$ cat config.mk
export PLATFORM = sky130hd
export DESIGN_NAME = vid_stream_src
export DESIGN_NICKNAME = d
export VERILOG_FILES = /design/src/rtl/vid_stream_src.sv
export SDC_FILE = /design/constraint.sdc
export NUM_CORES = 1
export LEC_CHECK = 0
export ABC_AREA = 1
export CAP_MARGIN = 10
export CORE_ASPECT_RATIO = 1.25
export CORE_UTILIZATION = 40
export CTS_CLUSTER_SIZE = 16
export DETAILED_ROUTE_END_ITERATION = 8
export MAX_ROUTING_LAYER = met4
export SKIP_LAST_GASP = 1
export SLEW_MARGIN = 20
export SYNTH_ARGS = -nofsm -noshare
export SYNTH_HDL_FRONTEND = slang
export SYNTH_SLANG_ARGS = --single-unit
$ cat constraint.sdc
create_clock -name pixelclk -period 3.7 [get_ports pixelclk]
set_clock_uncertainty 0.1 [all_clocks]
set_input_delay 0.37 -clock pixelclk [delete_from_list [all_inputs] [get_ports pixelclk]]
set_output_delay 0.37 -clock pixelclk [all_outputs]
set_load 0.005 [all_outputs]
$ cat src/rtl/vid_stream_src.sv
// rtl/vid_stream_src.sv - frame-timing generator that streams grey pixels from memory with sync/de timing
module vid_stream_src #(
    parameter int H_ACTIVE = 640,
    parameter int H_FP     = 16,
    parameter int H_SYNC   = 96,
    parameter int H_BP     = 48,
    parameter int V_ACTIVE = 480,
    parameter int V_FP     = 10,
    parameter int V_SYNC   = 2,
    parameter int V_BP     = 33,
    parameter int ADDR_W   = 19
) (
    input  logic              pixelclk,
    input  logic              reset_n,
    input  logic              i_start,
    input  logic              i_cont,
    output logic              mem_rd_en,
    output logic [ADDR_W-1:0] mem_addr,
    input  logic [7:0]        mem_rdata,
    output logic              o_vsync,
    output logic              o_hsync,
    output logic              o_de,
    output logic [7:0]        o_rgb,
    output logic              o_busy,
    output logic              o_frame_done
);
    localparam int H_TOTAL = H_ACTIVE + H_FP + H_SYNC + H_BP;
    localparam int V_TOTAL = V_ACTIVE + V_FP + V_SYNC + V_BP;
    localparam int HW = (H_TOTAL > 1) ? $clog2(H_TOTAL) : 1;
    localparam int VW = (V_TOTAL > 1) ? $clog2(V_TOTAL) : 1;

    if (longint'(H_ACTIVE) * longint'(V_ACTIVE) > (longint'(1) << ADDR_W)) begin : g_addr_w_check
        $error("vid_stream_src: H_ACTIVE*V_ACTIVE does not fit in ADDR_W bits");
    end

    typedef enum logic {IDLE, RUN} state_t;

    state_t            state;
    logic [HW-1:0]     h_cnt;
    logic [VW-1:0]     v_cnt;
    logic [ADDR_W-1:0] addr_cnt;

    logic run, h_last, v_last, last_pos, de, hsync, vsync;
    logic hsync_d1, vsync_d1, last_d1, run_d1, run_d2;

    assign run      = (state == RUN);
    assign h_last   = (int'(h_cnt) == H_TOTAL - 1);
    assign v_last   = (int'(v_cnt) == V_TOTAL - 1);
    assign last_pos = run && h_last && v_last;
    assign de       = run && (int'(h_cnt) < H_ACTIVE) && (int'(v_cnt) < V_ACTIVE);
    assign hsync    = run && (int'(h_cnt) >= H_ACTIVE + H_FP) && (int'(h_cnt) < H_ACTIVE + H_FP + H_SYNC);
    assign vsync    = run && (int'(v_cnt) >= V_ACTIVE + V_FP) && (int'(v_cnt) < V_ACTIVE + V_FP + V_SYNC);

    // addr_cnt holds the linear address of the current de position; only de cycles advance it
    always_ff @(posedge pixelclk or negedge reset_n) begin
        if (!reset_n) begin
            state    <= IDLE;
            h_cnt    <= '0;
            v_cnt    <= '0;
            addr_cnt <= '0;
        end else begin
            case (state)
                IDLE: begin
                    if (i_start) begin
                        state    <= RUN;
                        h_cnt    <= '0;
                        v_cnt    <= '0;
                        addr_cnt <= '0;
                    end
                end
                RUN: begin
                    if (de)
                        addr_cnt <= addr_cnt + ADDR_W'(1);
                    if (h_last) begin
                        h_cnt <= '0;
                        if (v_last) begin
                            v_cnt    <= '0;
                            addr_cnt <= '0;
                            if (!i_cont)
                                state <= IDLE;
                        end else begin
                            v_cnt <= v_cnt + VW'(1);
                        end
                    end else begin
                        h_cnt <= h_cnt + HW'(1);
                    end
                end
                default: state <= IDLE;
            endcase
        end
    end

    // Two-stage output pipeline; memory data for a read launched in stage 1 is captured in stage 2
    always_ff @(posedge pixelclk or negedge reset_n) begin
        if (!reset_n) begin
            mem_rd_en    <= 1'b0;
            mem_addr     <= '0;
            hsync_d1     <= 1'b0;
            vsync_d1     <= 1'b0;
            last_d1      <= 1'b0;
            run_d1       <= 1'b0;
            o_de         <= 1'b0;
            o_hsync      <= 1'b0;
            o_vsync      <= 1'b0;
            o_frame_done <= 1'b0;
            o_rgb        <= 8'h00;
            run_d2       <= 1'b0;
        end else begin
            mem_rd_en    <= de;
            mem_addr     <= de ? addr_cnt : '0;
            hsync_d1     <= hsync;
            vsync_d1     <= vsync;
            last_d1      <= last_pos;
            run_d1       <= run;
            o_de         <= mem_rd_en;
            o_hsync      <= hsync_d1;
            o_vsync      <= vsync_d1;
            o_frame_done <= last_d1;
            o_rgb        <= mem_rd_en ? mem_rdata : 8'h00;
            run_d2       <= run_d1;
        end
    end

    assign o_busy = run || run_d1 || run_d2;

endmodule

==> results.py <==
metrics = {
    "route": {
        "first_iter_violations": 148,
        "drc": 0,
        "drtPass1Iterations": 4,
        "routed_wl_mm": 6.91,
        "vias_per_cell": 4.78,
        "postRouteAntennaNets": 0,
        "num_vias": 2794,
        "wl_per_cell_um": 11.8,
    },
    "cells_and_area": {
        "final_cell_mix": "nand2_1, dfrtp_1, inv_1",
        "final_nets": 478,
        "multi_input_area_um2": 1340,
        "synthToLayoutAreaGrowth_pct": 19.0,
        "design_area_um2": 4270,
        "final_common_cell": "nand2_1",
        "nFillCells": 837,
        "drive_above_1_share_pct": 7.33,
        "regArea_um2": 1930,
        "antenna_cells": 0,
    },
    "run_status": {
        "status": "finished clean",
    },
    "floorplanning": {
        "fp-row-count": 38,
        "die_w_um": 86.7,
        "die_height_um": 108,
        "num_io_pins": 45,
        "core_area_um2": 8700,
        "initial_utilization_pct": 41.2,
        "die_area_um2": 9350,
    },
    "timing": {
        "finalCritPeriodShare_pct": 60.2,
        "timing_max_transition_violations_final": 0,
        "worst_pin_slew_ns": 0.942,
        "rsz0062_at_grt": "no",
        "slew_headroom_pct": 37.2,
        "fmax_mhz": 449,
        "post-route-min-period_ns": 2.23,
        "hold_viol_final": 0,
        "finalSetupTns_ns": 0,
        "finalSetupViolations": 0,
    },
    "global_routing": {
        "antenna_found_initial": 0,
        "grt_pass1_vias": 2732,
        "gr-total-overflow": 0,
        "track_usage_pct": 16.9,
        "grt_max_degree": 78,
        "grt_pass1_wl_mm": 12.0,
    },
    "place": {
        "hpwl_mm": 4.66,
        "port_buffers": 44,
        "post_dp_cell_area_um2": 4100,
        "routabilityCongestion": 0.813,
    },
    "synth": {
        "synthTopCellsByArea": "dfrtp_1, nand2_1, inv_1",
        "synth.distinct_cells": 30,
        "ys_seq_area_share_pct": 53.8,
        "syn_inst": 414,
        "synth_area_um2": 3580,
        "syn-num-nets": 432,
        "avgSynthCellArea_um2": 8.66,
        "yosys_warnings": 0,
        "synth_area_leader_cell": "dfrtp_1",
        "synth_seq_cells": 77,
        "yosysTopAreaCellShare_pct": 53.8,
    },
    "critical_path": {
        "reg2regPathDepth": 7,
        "cp.arrival_ns": 1.76,
        "critPathLaunchType": "flop",
        "crit_fanout": 10,
        "criticalPathCategory": "reg -> out",
        "path_cells": "or3_1 > clkdlybuf4s50_1",
        "cp-end-kind": "output port",
        "reg2reg_slack_ns": 1.49,
        "reg2reg_to": "addr_cnt[1]$_DFFE_PN0P_",
        "slowest_delay_ns": 0.53,
        "cpMaxStageDelayCell": "dfrtp_1",
        "worstReg2RegStart": "run$_DFF_PN0_",
        "worstPathRequired_ns": 3.23,
    },
    "clock_network": {
        "htreeDepth": 3,
        "path_clk_slew_ns": 0.08,
        "post_cts_resized": 0,
        "clkLatencyLatePin_ns": 0.36,
        "cts_buffer_depth": 2,
        "cts_root_buf": "clkbuf_8",
        "cts_buffers": 9,
        "cts_num_sinks": 77,
        "post-cts-setup-buffers": 0,
        "cts_hold_buf": 0,
        "cts_tree": "done",
    },
    "power_and_ir_drop": {
        "vdd_ir_drop_max_v": 0.000312,
        "p_per_area_nw_per_um2": 739,
        "leakagePower_uw": 0.00212,
        "p_total_uw": 3150,
    },
    "run": {
        "max-cap-violations": 0,
    },
    "hold_path": {
        "hold_class": "in -> async",
    },
}
report_power, final:
| group | total (uW) | internal, uW | switching [uW] | leakage, uW |
|---|---|---|---|---|
| sequential | 1420 | 1150 | 269 | 0.000921 |
| combinational | 1180 | 509 | 667 | 0.00111 |
| clock | 552 | 253 | 300 | 0.0000877 |
| total | 3150 | 1920 | 1230 | 0.00212 |
flip-flops by register name, summed over array words and instances, names as in the netlist:
signal	flops
run_d2	1
mem_addr	19
last_d1	1
h_cnt	10
o_frame_done	1
vsync_d1	1
mem_rd_en	1
o_rgb	8
o_de	1
run	1
run_d1	1
o_vsync	1
addr_cnt	19
o_hsync	1
v_cnt	10
hsync_d1	1
cell families (layout without fill, tap and decap cells):
| family | after synthesis | in the layout | share of synthesized area, % |
|---|---|---|---|
| adders and majority gates | 6 | 6 | 2.09 |
| buffers and inverters | 74 | 124 | 9.01 |
| AOI/OAI and AO/OA | 38 | 38 | 5.76 |
| and+or+nand+nor | 210 | 210 | 27.2 |
| xor gates and xnor gates | 9 | 9 | 2.20 |
| DFF | 77 | 77 | 53.8 |
metrics by stage:
| step | hold WS [ns] | utilization, % | instances | setup WS [ns] |
|---|---|---|---|---|
| finish | 0.0707 | 49.0 | 584 | 1.47 |
| detailed placement | 0.239 | 47.1 | 569 | 1.49 |
| global route | 0.156 | 49.0 | 584 | 1.19 |
| CTS | 0.104 | 49.0 | 584 | 1.46 |
| floorplan | -0.0256 | - | 414 | 2.15 |
| global placement | 0.237 | 47.1 | 569 | 1.54 |
area by class of cell:
class	instances	area share (%)
inverters	64	5.69
repair buffers	45	10.4
well taps	120	3.52
multi-input cells	263	31.3
flip-flops and latches	77	45.2
clock inverters	5	0.645
clock buffers	10	3.23
worst max-delay path: cells and delay by family (launching register included):
kind                   cells  cell delay [ns]
flip-flops                 1             0.53
buffers and inverters      1             0.45
AND/OR/NAND/NOR            1             0.42
synth_stat cells:
cell type  count
and3_1         1
nor2_1        43
inv_2          2
nor2_4         5
o21ai_2        1
nand2_2        4
or2_2          1
nand3_1       42
nand2_1       86
inv_1         61
nand4_4        1
nor3_1         4
nor2_2         2
buf_4          1
or3_1          1
a21oi_1        3
nor4_1         2
dfrtp_1       77
xor2_1         9
buf_6          5
inv_4          1
o21ai_0       23
nand3b_1       1
ha_1           6
a32o_1         1
o21ai_1        4
buf_2          1
clkbuf_1       3
nand4_1       17
o22ai_1        6
worst max-delay path by stage:
stage	from	end	slack, ns	cells after the start
final	run$_DFF_PN0_	o_busy	1.47	2
after detailed placement	run$_DFF_PN0_	addr_cnt[1]$_DFFE_PN0P_	1.49	7
after floorplan	h_cnt[7]$_DFFE_PN0P_	addr_cnt[0]$_DFFE_PN0P_	2.15	7
after global routing	run$_DFF_PN0_	addr_cnt[1]$_DFFE_PN0P_	1.19	7
after global placement	run$_DFF_PN0_	addr_cnt[1]$_DFFE_PN0P_	1.54	7
after CTS	run$_DFF_PN0_	o_busy	1.46	2
metal layers:
metal / routed length [um] / vias up / share of wire (%) / GRT usage, %
li1: - / 1415 / - / -
met1: 3110 / 1313 / 45 / 19.1
met2: 3340 / 52 / 48 / 28.1
met3: 281 / 14 / 4.1 / 3.07
met4: 180 / 0 / 2.6 / 9.76
met5: 0 / - / 0 / -
Power figures use the tool's default switching activity.
